File: config.mk
export PLATFORM = sky130hd
export DESIGN_NAME = keypad_scanner
export DESIGN_NICKNAME = d
export VERILOG_FILES = /design/src/rtl/keypad_scanner.sv
export SDC_FILE = /design/constraint.sdc
export NUM_CORES = 1
export LEC_CHECK = 0
export BUFFER_PORTS_ARGS = -buffer_cell sky130_fd_sc_hd__buf_2
export CORE_MARGIN = 1.5
export CORE_UTILIZATION = 45
export DETAILED_ROUTE_END_ITERATION = 10
export PLACE_DENSITY = 0.59
export REMOVE_ABC_BUFFERS = 1
export SETUP_SLACK_MARGIN = 0.3
export SKIP_CTS_REPAIR_TIMING = 1
export SYNTH_ARGS = -nofsm -noshare
export SYNTH_HDL_FRONTEND = slang
export SYNTH_SLANG_ARGS = --single-unit
File: constraint.sdc
create_clock -name clk -period 2.73 [get_ports clk]
set_input_delay 0.546 -clock clk [delete_from_list [all_inputs] [get_ports clk]]
set_output_delay 0.546 -clock clk [all_outputs]
set_load 0.02 [all_outputs]
File: src/rtl/keypad_scanner.sv
// keypad_scanner: rotating one-hot column strobe with a 2-FF row synchroniser,
// press/release debouncing and single-key / multi-key reporting.
module keypad_scanner #(
  parameter int N_COLS   = 4,
  parameter int N_ROWS   = 4,
  parameter int SCAN_DIV = 1000,
  parameter int DEBOUNCE = 4,
  localparam int CW = $clog2(N_COLS),
  localparam int RW = $clog2(N_ROWS)
) (
  input  logic              clk,
  input  logic              reset,
  input  logic              enable,
  input  logic [N_ROWS-1:0] filas,
  output logic [N_COLS-1:0] columnas,
  output logic              key_valid,
  output logic [CW-1:0]     key_col,
  output logic [RW-1:0]     key_row,
  output logic              key_held,
  output logic              key_release,
  output logic              key_multi
);
  localparam int DW = $clog2(SCAN_DIV);
  localparam int NW = $clog2(DEBOUNCE + 1);
  localparam logic [DW-1:0]     DWELL_LAST = DW'(SCAN_DIV - 1);
  localparam logic [DW-1:0]     DWELL_ONE  = DW'(1);
  localparam logic [DW-1:0]     SETTLE_END = DW'(2);
  localparam logic [NW-1:0]     CNT_LAST   = NW'(DEBOUNCE - 1);
  localparam logic [NW-1:0]     CNT_ONE    = NW'(1);
  localparam logic [CW-1:0]     COL_LAST   = CW'(N_COLS - 1);
  localparam logic [CW-1:0]     COL_ONE    = CW'(1);
  localparam logic [N_ROWS-1:0] ROW_ONE    = N_ROWS'(1);

  typedef enum logic [1:0] {SCAN, PRESS_DB, HELD, REL_DB} state_t;

  state_t            state, state_nxt;
  logic [N_ROWS-1:0] filas_p0, filas_s;
  logic [N_ROWS-1:0] pattern, pattern_nxt;
  logic [CW-1:0]     col_idx, col_nxt;
  logic [DW-1:0]     dwell, dwell_nxt;
  logic [NW-1:0]     cnt, cnt_nxt;
  logic              valid_nxt, release_nxt, multi_nxt, held_nxt;
  logic [CW-1:0]     key_col_nxt;
  logic [RW-1:0]     key_row_nxt;
  logic              press_done, rel_done;

  function automatic logic is_one_hot(input logic [N_ROWS-1:0] p);
    return (p != '0) && ((p & (p - ROW_ONE)) == '0);
  endfunction

  function automatic logic [RW-1:0] row_index(input logic [N_ROWS-1:0] p);
    logic [RW-1:0] idx;
    idx = '0;
    for (int i = 0; i < N_ROWS; i++)
      if (p[i]) idx = RW'(i);
    return idx;
  endfunction

  function automatic logic [CW-1:0] next_col(input logic [CW-1:0] c);
    return (c == COL_LAST) ? '0 : c + COL_ONE;
  endfunction

  // The DEBOUNCE-th matching (or zero) sample is the one taken while cnt sits at DEBOUNCE-1.
  assign press_done = (state == PRESS_DB) && (filas_s == pattern) && (cnt == CNT_LAST);
  assign rel_done   = (state == REL_DB) && (filas_s == '0) && (cnt == CNT_LAST);

  always_ff @(posedge clk or negedge reset) begin
    if (!reset) begin
      filas_p0    <= '0;
      filas_s     <= '0;
      state       <= SCAN;
      pattern     <= '0;
      col_idx     <= '0;
      dwell       <= '0;
      cnt         <= '0;
      key_valid   <= 1'b0;
      key_release <= 1'b0;
      key_multi   <= 1'b0;
      key_held    <= 1'b0;
      key_col     <= '0;
      key_row     <= '0;
    end else begin
      filas_p0    <= filas;
      filas_s     <= filas_p0;
      state       <= state_nxt;
      pattern     <= pattern_nxt;
      col_idx     <= col_nxt;
      dwell       <= dwell_nxt;
      cnt         <= cnt_nxt;
      key_valid   <= valid_nxt;
      key_release <= release_nxt;
      key_multi   <= multi_nxt;
      key_held    <= held_nxt;
      key_col     <= key_col_nxt;
      key_row     <= key_row_nxt;
    end
  end

  always_comb begin
    state_nxt   = state;
    pattern_nxt = pattern;
    col_nxt     = col_idx;
    dwell_nxt   = dwell;
    cnt_nxt     = cnt;
    if (!enable) begin
      state_nxt = SCAN;
      col_nxt   = '0;
      dwell_nxt = '0;
      cnt_nxt   = '0;
    end else begin
      case (state)
        SCAN: begin
          // Dwell 0 and 1 only flush samples taken under the previous column.
          if (dwell >= SETTLE_END && filas_s != '0) begin
            pattern_nxt = filas_s;
            cnt_nxt     = CNT_ONE;
            state_nxt   = PRESS_DB;
          end else if (dwell == DWELL_LAST) begin
            dwell_nxt = '0;
            col_nxt   = next_col(col_idx);
          end else begin
            dwell_nxt = dwell + DWELL_ONE;
          end
        end
        PRESS_DB: begin
          if (filas_s != pattern) begin
            state_nxt = SCAN;
            dwell_nxt = '0;
          end else if (cnt == CNT_LAST) begin
            state_nxt = HELD;
          end else begin
            cnt_nxt = cnt + CNT_ONE;
          end
        end
        HELD: begin
          if (filas_s == '0) begin
            cnt_nxt   = CNT_ONE;
            state_nxt = REL_DB;
          end
        end
        REL_DB: begin
          if (filas_s != '0) begin
            state_nxt = HELD;
          end else if (cnt == CNT_LAST) begin
            state_nxt = SCAN;
            dwell_nxt = '0;
            col_nxt   = next_col(col_idx);
          end else begin
            cnt_nxt = cnt + CNT_ONE;
          end
        end
        default: state_nxt = SCAN;
      endcase
    end
  end

  always_comb begin
    valid_nxt   = 1'b0;
    release_nxt = 1'b0;
    multi_nxt   = 1'b0;
    held_nxt    = key_held;
    key_col_nxt = key_col;
    key_row_nxt = key_row;
    if (!enable) begin
      held_nxt = 1'b0;
    end else if (press_done) begin
      if (is_one_hot(pattern)) begin
        valid_nxt   = 1'b1;
        key_col_nxt = col_idx;
        key_row_nxt = row_index(pattern);
        held_nxt    = 1'b1;
      end else begin
        multi_nxt = 1'b1;
      end
    end else if (rel_done) begin
      release_nxt = key_held;
      held_nxt    = 1'b0;
    end
  end

  always_comb begin
    columnas = '0;
    if (enable) columnas[col_idx] = 1'b1;
  end

endmodule

==> summary.md, run 1 <==
| Metric | Value |
|---|---|
| Status | `completed` |
| Share of layout cells above drive strength 1 | `0.1834` |
| Clk root buf | `clkbuf_8` |
| Yosys cell types | `between 40 and 50` |
| Main area contributors after synthesis | `dfrtp_1, ha_1, nand2_1` |
| Pwr dens | `approximately 700 mW/mm2` |
| Drt total wl | `~4300 um` |
| Area Growth Syn to Fin | `15.02%` |
| Worst Path Required | `between 2 and 3 ns` |
| Deepest clock path buffer count | `2` |
| Final hold vios | `0` |
| CP max FO | `9` |
| Vias in the first global route | `about 1700` |
| # diodes | `0` |
| IO Pins | `19` |
| Max_cap viols | `0` |
| Area of the multi-input gates | `about 0.0011 mm2` |
| Final slew viol count | `0` |
| Synthesized netlist cell count | `around 210` |
| Worst flop-to-flop path startpoint | `state[0]` |
| Worst r2r path cells | `5` |
| FF-to-FF setup slack | `0.47 ns` |
| GR Overflow Total | `0` |
| Clk_lat worst skew | `0.29 ns` |
| Initial antenna violation count | `0` |
| GRT met1 Usage | `0.2313` |
| WP data arrival | `approximately 2.5 ns` |
| Setup crit end kind | `register` |
| DP Worst Slack | `0.3102 ns` |
| Share of synthesized registers carrying an async set or reset | `1.000` |
| Busiest grt layer | `met2` |
| DR WL/cell | `15.34 um` |
| Final ANT Viol Nets | `0` |
| Critical path class | `register to register` |
| Worst vdd ir | `about 0.00037 V` |
| Clock transition at path regs | `around 0.080 ns` |
| Std cell rows | `24` |
| Register area | `roughly 930 um2` |
| FF-to-FF End | `dwell[7]` |
| Vias per Instance | `between 5 and 6` |
| CP endpoint | `dwell[7]` |
| Initial core utilization | `0.4670` |
| Final worst-path setup slack | `0.4667 ns` |
| Final Critical Period | `between 2 and 2.5 ns` |
| Synthesized area per cell | `~9.9 um2` |
| Vias | `roughly 1600` |
| Highest clock rate | `between 400 and 500 MHz` |
| Num CTS Buffers | `5` |
| Fin nets | `roughly 250` |
| Max transition margin | `0.4519` |
| Number of synthesized flops with an enable pin | `0` |
| Largest net degree at the start of global routing | `38` |
| CP startpoint | `state[0]` |
| Fin Clk Skew | `0.004770 ns` |
| Dpl hpwl | `between 3000 and 4000 um` |
| Critical Path Source Type | `register` |
| GPL Wtd Cong | `0.8849` |
| Sum of negative setup slack | `0 ns` |
| First-pass GRT wire length | `about 7500 um` |
| Area leader, netlist | `dfrtp_1` |
| HP Class | `input pin to asynchronous set/reset pin` |
| Synth Flop Type | `dfrtp_1` |
| Die footprint | `roughly 0.0049 mm2` |
| Gr usage total | `0.1915` |
| Share of Yosys cell area claimed by the top area cell type | `0.4554` |
| IO Port Bufs | `18` |
| Grt met2 use | `0.3217` |
| Worst slew pin tran | `between 0.8 and 0.9 ns` |
| Ys Warns | `0` |
| Seq/Total Area, Yosys | `0.4554` |
| # setup viols final | `0` |
| P_leak | `roughly 1.1 nW` |
| CTS H-tree lvls | `2` |
| DRC Markers | `0` |
| Core area | `0.004354 mm2` |
| FF+latch count, synth | `37` |
| Iter 0 DRT Violations | `about 180` |
| Die H | `70.22 um` |
| Clk sink count | `37` |
| Filler cells | `392` |
| Final period utilization | `0.8290` |
| CTS tree | `done` |
| DR pass1 iterations | `4` |
| RSZ-0062 raised after global routing | `no` |
| Grt met3 use | `0.05051` |
| Post-synth design cell area | `~0.0020 mm2` |
| Die W | `approximately 70 um` |
layer usage:
layer | share of wire | wire [um] | up-vias
li1 | - | - | 793
met1 | 0.43 | 1845 | 793
met2 | 0.51 | 2197 | 46
met3 | 0.045 | 196 | 9
met4 | 0.017 | 72 | 0
met5 | 0 | 0 | -
placed cells by master, fill, tap and decap left out, drive strengths merged, types with 4 or more instances in the layout:
| master | count |
|---|---|
| and2 | 5 |
| buf | 22 |
| nor2 | 6 |
| nand3 | 9 |
| clkbuf | 5 |
| ha | 12 |
| mux2i | 6 |
| dfrtp | 37 |
| a21oi | 7 |
| inv | 13 |
| nor3 | 5 |
| o21ai | 9 |
| nand2 | 30 |
| xnor2 | 4 |
| o31ai | 11 |
state kept, by name, indices dropped and copies added (netlist names):
| name | flops |
|---|---|
| col_idx | 2 |
| dwell | 10 |
| key_col | 2 |
| key_held | 1 |
| key_valid | 1 |
| filas_s | 4 |
| key_row | 2 |
| key_multi | 1 |
| key_release | 1 |
| state | 2 |
| pattern | 4 |
| filas_p0 | 4 |
| cnt | 3 |
layout make-up:
cell class                      instances  area share
Tap cell                               52     0.02782
Multi-Input combinational cell        149      0.4537
Timing Repair Buffer                   22     0.05136
Sequential cell                        37      0.3970
Clock inverter                          3     0.01980
Clock buffer                            5     0.02943
Inverter                               13     0.02087
where the power goes:
part | leakage, nW | total (mW) | switching (mW) | internal, mW
clock | 0.0543 | 0.472 | 0.199 | 0.273
sequential | 0.476 | 0.689 | 0.0816 | 0.608
combinational | 0.562 | 0.479 | 0.284 | 0.195
total | 1.09 | 1.64 | 0.564 | 1.08
worst max-delay path, stage by stage, from the launching register on:
cell	delay [ns]
dfrtp_1	0.44
ha_1	0.33
nor2_1	0.36
o311ai_2	0.27
or3_4	0.49
o31ai_1	0.26
cell usage after synthesis (all sizes together) (4+ instances only):
master	number
dfrtp	37
nand2	30
inv	13
ha	12
o31ai	11
nand3	9
o21ai	9
a21oi	7
mux2i	6
nor2	6
and2	5
clkbuf	5
nor3	5
xnor2	4
kinds of logic after synthesis:
family,synth area share
xor gates and xnor gates,0.02154
muxes,0.04062
DFF,0.4554
adders and majority gates,0.07384
and+or+nand+nor,0.2160
AOI/OAI and AO/OA,0.1514
buffers and inverters,0.04123
through the flow:
step / area [um2] / utilization / instances / hold WS, ns / total power, mW
after global placement: 2183 / 0.5014 / 273 / 0.3325 / 1.113
final: 2338 / 0.5371 / 281 / 0.3491 / 1.640
after detailed placement: 2183 / 0.5014 / 273 / 0.3347 / 1.146
after floorplan: 1998 / - / 199 / 0.2504 / 1.005
after CTS: 2298 / 0.5279 / 281 / 0.3499 / 1.620
after global routing: 2338 / 0.5371 / 281 / 0.3414 / 1.741
how the worst min path moves through the flow:
stage / start / end
global route: filas[2] / filas_p0[2]
floorplan: reset / cnt[0]
detailed placement: filas_p0[2] / filas_s[2]
finish: reset / key_col[0]
CTS: filas[0] / filas_p0[0]
global placement: filas_p0[2] / filas_s[2]
Power figures use the tool's default switching activity.
==> run 2: changes to the inputs <==
--- a/config.mk
+++ b/config.mk
@@ -9,7 +9,7 @@
 export CORE_MARGIN = 1.5
 export CORE_UTILIZATION = 45
 export DETAILED_ROUTE_END_ITERATION = 10
-export PLACE_DENSITY = 0.59
+export PLACE_DENSITY = 0.62
 export REMOVE_ABC_BUFFERS = 1
 export SETUP_SLACK_MARGIN = 0.3
 export SKIP_CTS_REPAIR_TIMING = 1
==> constraint.sdc (replaced) <==
create_clock -name clk -period 1.9 [get_ports clk]
set_input_delay 0.38 -clock clk [delete_from_list [all_inputs] [get_ports clk]]
set_output_delay 0.38 -clock clk [all_outputs]
set_load 0.02 [all_outputs]
==> run 2 against run 1 <==
- the flow now finishes with violations (negative setup slack)
- global-route usage is 0.25 points higher
- flip-flop and latch count stayed put
- via count is 10% higher
- die area stayed put
- sequential power is 44% higher
- combinational power is 130% higher
- largest power group is now combinational logic
- clock skew is 0.0031 ns lower
- fmax is 14% higher
- critical path depth is 2 higher
- critical endpoint is now dwell[8]
- final area is 29% higher
- hold slack worse by 0.16 ns
==> summary.md, run 2 (synthesis results as in run 1) <==
| Metric | Value |
|---|---|
| Status | `complete, but fails checks` |
| Failing checks | `negative setup slack` |
| # setup viols final | `7 (+7)` |
| Worst Path Required | `2.10 ns (-0.82 ns)` |
| Register area | `928.4 um2 (unchanged)` |
| WL met1 | `2277 um (+23%)` |
| Max transition margin | `0.6585 (+0.2066)` |
| Max_cap viols | `0 (unchanged)` |
| Register name with the most flops | `dwell` |
| Share of layout cells above drive strength 1 | `0.4565 (+0.2731)` |
| Filler cells | `314 (-20%)` |
| Largest register FFs | `10 (unchanged)` |
| End-of-flow core utilization | `0.6908 (+0.1537)` |
| Core area | `0.004354 mm2 (unchanged)` |
| Final ANT Viol Nets | `0 (unchanged)` |
| Deepest clock path buffer count | `2 (unchanged)` |
| Final worst-path setup slack | `-0.09365 ns (-0.5604 ns)` |
| Area of the multi-input gates | `0.001305 mm2 (+23%)` |
| P_leak | `1.410 nW (+29%)` |
| RSZ-0062 raised after global routing | `yes` |
| Vias per Instance | `5.509 (-5.7%)` |
| Die W | `70.22 um (unchanged)` |
| Highest clock rate | `501.6 MHz (+14%)` |
| Clk sink count | `37 (unchanged)` |
| Final Power | `2.826 mW (+72%)` |
| GR Overflow Total | `0 (unchanged)` |
| Vias in the first global route | `1614 (-3.9%)` |
| Largest net degree at the start of global routing | `29 (-24%)` |
| Iter 0 DRT Violations | `86 (-53%)` |
| Pwr dens | `939.5 mW/mm2 (+34%)` |
| DP Worst Slack | `-0.2099 ns (-0.5201 ns)` |
| # diodes | `0 (unchanged)` |
| Placed cell area | `0.002489 mm2 (+14%)` |
| Placed insts | `312 (+14%)` |
| CTS tree | `done` |
| First-pass GRT wire length | `7610 um (+1.6%)` |
| Fin Clk Skew | `0.001717 ns (-0.003053 ns)` |
| Clk_lat worst skew | `0.30 ns (about the same)` |
| WP data arrival | `2.19 ns (-0.26 ns)` |
| DR WL/cell | `15.24 um (-0.64%)` |
| Dpl hpwl | `3183 um (+0.13%)` |
| Hold path start | `filas[3]` |
| Final slew viol count | `0 (unchanged)` |
| Gr usage total | `0.1940 (+0.002529)` |
| Top sig layer | `met4` |
| Setup crit end kind | `register` |
| Clock transition at path regs | `0.07 ns (about the same)` |
| Final instance area | `0.003008 mm2 (+29%)` |
| WL met2 | `2477 um (+13%)` |
| GPL Wtd Cong | `0.8283 (-6.4%)` |
| IO Pins | `19 (unchanged)` |
| Final hold vios | `0 (unchanged)` |
| Worst flop-to-flop path startpoint | `dwell[1]` |
| Critical path class | `register to register` |
| Drt total wl | `5000 um (+16%)` |
| CP max FO | `7 (-2)` |
| Vias | `1807 (+10%)` |
| Final Critical Period | `1.994 ns (-0.2696 ns)` |
| Met3 WL | `160 um (-18%)` |
| Clk root buf | `clkbuf_8` |
| DRC Markers | `0 (unchanged)` |
| Commonest non-fill, non-tap cell in the layout | `buf_4` |
| Fin nets | `294 (+19%)` |
| DR pass1 iterations | `4 (unchanged)` |
| Worst vdd ir | `0.0004433 V (+20%)` |
| Die footprint | `0.004930 mm2 (unchanged)` |
| Std cell rows | `24 (unchanged)` |
| Hold slack | `0.1842 ns (-0.1649 ns)` |
| Worst slew pin tran | `0.4979 ns (-0.3242 ns)` |
| CTS H-tree lvls | `2 (unchanged)` |
| CP startpoint | `dwell[1]` |
| HP Class | `input pin to register` |
| Final period utilization | `1.049 (+0.2203)` |
| Num CTS Buffers | `5 (unchanged)` |
| Area Growth Syn to Fin | `47.94%` |
| Critical Path Source Type | `register` |
| IO Port Bufs | `18 (unchanged)` |
| Sum of negative setup slack | `-0.3264 ns (-0.3264 ns)` |
| Most frequent cells in the layout | `buf_4, dfrtp_1, nand2_1` |
| Die H | `70.22 um (unchanged)` |
| Initial antenna violation count | `0 (unchanged)` |
| Non-filler cells, final | `328 (+17%)` |
| Initial core utilization | `0.4670 (unchanged)` |
[run 2: cell types whose count changed in the layout (fill, tap and decap cells not counted), moves of 3 or more]
cell,previous run,this run
and2_1,5,0
and2_4,0,5
buf_2,18,14
buf_4,4,43
buf_6,0,10
ha_1,12,6
ha_4,0,5
inv_1,13,10
o31ai_1,10,5
o31ai_2,1,6
xnor2_1,4,0
xnor2_2,0,3
[run 2: path summary, 6_finish.rpt]
path	slack, ns	depth (start not counted)	to
min in group asynchronous	0.48	2	key_col[0]
hold reg to reg	0.35	0	filas_s[1]
hold / removal	0.18	1	filas_p0[3]
setup / recovery	-0.09	7	dwell[8]
max in group asynchronous	0.99	3	filas_s[3]
setup reg to reg	-0.09	7	dwell[8]
[run 2: area by class of cell]
class                           instances  area share
Multi-Input combinational cell        149      0.4339
Sequential cell                        37      0.3087
Timing Repair Buffer                   69      0.1780
Clock buffer                            6     0.02745
Tap cell                               52     0.02163
Inverter                               13     0.01789
Clock inverter                          2     0.01248
[run 2: metal layers]
layer / global-route usage / vias to the layer above
met4: 0.05769 / 0
met2: 0.2974 / 26
li1: - / 889
met5: 0 / -
met3: 0.04906 / 9
met1: 0.2721 / 883
[run 2: critical path: stages, from the launching register on]
cell and delay (ns):
dfrtp_1 0.42, buf_6 0.14, ha_1 0.20, nand4bb_1 0.16, o311ai_1 0.10, buf_4 0.18
or3_4 0.45, o31ai_1 0.24
[run 2: power breakdown]
part | leakage [nW] | total [mW] | internal (mW) | switching [mW]
combinational | 0.877 | 1.12 | 0.580 | 0.542
sequential | 0.475 | 0.990 | 0.870 | 0.120
clock | 0.0574 | 0.715 | 0.427 | 0.288
==> run 3: changes to the inputs <==
--- a/config.mk
+++ b/config.mk
@@ -5,11 +5,13 @@
 export SDC_FILE = /design/constraint.sdc
 export NUM_CORES = 1
 export LEC_CHECK = 0
+export ABC_CLOCK_PERIOD_IN_PS = 1900
 export BUFFER_PORTS_ARGS = -buffer_cell sky130_fd_sc_hd__buf_2
 export CORE_MARGIN = 1.5
-export CORE_UTILIZATION = 45
+export CORE_UTILIZATION = 30
+export CTS_BUF_LIST = sky130_fd_sc_hd__clkbuf_4
 export DETAILED_ROUTE_END_ITERATION = 10
-export PLACE_DENSITY = 0.62
+export PLACE_DENSITY = 0.44
 export REMOVE_ABC_BUFFERS = 1
 export SETUP_SLACK_MARGIN = 0.3
 export SKIP_CTS_REPAIR_TIMING = 1
==> run 3 against run 2 <==
- sequential share of layout area decreased by 0.33 points
- the run ends with design-rule violations, negative setup slack left
- non-clock buffer count up 2
- die area increased by 48%
- clock power fell by 41%
- utilization fell by 22 points
- first-iteration DRC count fell by 34%
- wire length down 0.76%
==> summary.md, run 3 (synthesis results as in run 1) <==
| Metric | Value |
|---|---|
| Most frequent cells in the layout | `buf_4, dfrtp_1, nand2_1` |
| Area Growth Syn to Fin | `49.54%` |
| Critical Path Source Type | `register` |
| HP Class | `input pin to register` |
| CP max FO | `7 (unchanged)` |
| Final hold vios | `0 (unchanged)` |
| Commonest non-fill, non-tap cell in the layout | `buf_4` |
| Failing checks | `design-rule violations, negative setup slack` |
| Max_cap viols | `0 (unchanged)` |
| Final worst-path setup slack | `-0.08331 ns (+0.01034 ns)` |
| Placed cell area | `0.002535 mm2 (+1.9%)` |
| Largest register FFs | `10 (unchanged)` |
| Sum of negative setup slack | `-0.3655 ns (-0.03908 ns)` |
| Clk_lat worst skew | `0.35 ns (+0.05 ns)` |
| DR pass1 iterations | `7 (+3)` |
| IO Port Bufs | `18 (unchanged)` |
| First-pass GRT wire length | `7824 um (+2.8%)` |
| Final Power | `2.559 mW (-9.5%)` |
| FF-to-FF setup slack | `-0.08 ns (about the same)` |
| Max transition margin | `0.6841 (+0.02551)` |
| Critical path class | `register to register` |
| Dpl hpwl | `3433 um (+7.9%)` |
| Initial core utilization | `0.3148 (-0.1522)` |
| Die W | `85.33 um (+22%)` |
| Setup crit end kind | `register` |
| P_leak | `1.415 nW (+0.35%)` |
| Final ANT Viol Nets | `0 (unchanged)` |
| Vias per Instance | `4.989 (-9.4%)` |
| Filler cells | `611 (+95%)` |
| RSZ-0062 raised after global routing | `yes` |
| Status | `complete, but fails checks` |
| Initial antenna violation count | `0 (unchanged)` |
| CTS H-tree lvls | `2 (unchanged)` |
| Share of layout cells above drive strength 1 | `0.4712 (+0.01470)` |
| Clk sink count | `37 (unchanged)` |
| Core area | `0.006459 mm2 (+48%)` |
| Area of the multi-input gates | `0.001341 mm2 (+2.8%)` |
| Clk root buf | `clkbuf_4` |
| Register area | `928.4 um2 (unchanged)` |
| Gr usage total | `0.1365 (-0.05755)` |
| Worst slew pin tran | `0.4739 ns (-0.02403 ns)` |
| Final period utilization | `1.044 (-0.005443)` |
| Clock transition at path regs | `0.11 ns (+0.04 ns)` |
| Drt total wl | `4962 um (-0.76%)` |
| Deepest clock path buffer count | `2 (unchanged)` |
| Final Critical Period | `1.983 ns (-0.01034 ns)` |
| DRC Markers | `3 (+3)` |
| Die footprint | `0.007280 mm2 (+48%)` |
| Final instance area | `0.003040 mm2 (+1.1%)` |
| Pwr dens | `841.5 mW/mm2 (-10%)` |
| CTS tree | `done` |
| Die H | `85.33 um (+22%)` |
| Fin nets | `296 (+0.68%)` |
| Fin Clk Skew | `0.01018 ns (+0.008462 ns)` |
| IO Pins | `19 (unchanged)` |
| Iter 0 DRT Violations | `57 (-34%)` |
| # setup viols final | `7 (unchanged)` |
| Std cell rows | `29 (+21%)` |
| Highest clock rate | `504.2 MHz (+0.52%)` |
| Vias | `1771 (-2.0%)` |
| GR Overflow Total | `0 (unchanged)` |
| Largest net degree at the start of global routing | `20 (-31%)` |
| Vias in the first global route | `1647 (+2.0%)` |
| # diodes | `0 (unchanged)` |
| Worst vdd ir | `0.0003316 V (-25%)` |
| Final slew viol count | `0 (unchanged)` |
| WP data arrival | `2.25 ns (+0.06 ns)` |
| GPL Wtd Cong | `0.7455 (-10%)` |
| DR WL/cell | `13.98 um (-8.3%)` |
| Worst Path Required | `2.17 ns (+0.07 ns)` |
| Num CTS Buffers | `5 (unchanged)` |
| Register name with the most flops | `dwell` |
==> run 3: cell count changes in the layout (fill, tap and decap cells not counted), sizes merged <==
cell	change
buf	+2
clkinv	+2
bufinv	-1
clkinvlp	-1
==> run 3: worst paths after layout <==
path	startpoint	end	depth (start not counted)
worst max-delay path	filas_s[0]	dwell[5]	4
worst min-delay path	filas[2]	filas_p0[2]	1
worst max register to register	filas_s[0]	dwell[5]	4
worst min register to register	filas_p0[1]	filas_s[1]	0
max in group asynchronous	reset	filas_p0[3]	3
min in group asynchronous	reset	key_valid	2
==> run 3: routing by layer <==
layer,share of wire,track usage,wire length [um],up-vias
li1,-,-,-,894
met1,0.49,0.1890,2432,835
met2,0.46,0.2071,2289,34
met3,0.031,0.02918,154,8
met4,0.017,0.05572,85,0
met5,0,0,0,-
==> run 3: report_power, final <==
group,switching (mW),internal [mW],total (mW)
Sequential,0.0883,0.870,0.958
Combinational,0.581,0.597,1.18
Clock,0.268,0.155,0.423
Total,0.937,1.62,2.56
==> run 3: metrics by stage <==
stage	utilization	hold slack (ns)	setup slack (ns)	cells
after floorplan	-	0.08441	-0.3304	199
after global placement	0.3925	0.3351	-0.1481	339
after detailed placement	0.3925	0.3370	-0.2730	339
after CTS	0.4010	-0.02786	-0.3041	347
after global routing	0.4707	0.1028	-0.1821	355
final	0.4707	0.1311	-0.08331	355
==> run 3: area by class of cell <==
type,count,area share
clock inverters,2,0.003292
well taps,77,0.03169
flip-flops and latches,37,0.3053
inverters,13,0.01770
clock buffers,6,0.01481
repair buffers,71,0.1860
multi-input cells,149,0.4412
==> run 3: critical path: stages (launching register included) <==
cell and delay (ns):
dfrtp_1 0.40, or4_4 0.58, a21o_1 0.26, or3_4 0.42, o31ai_2 0.24
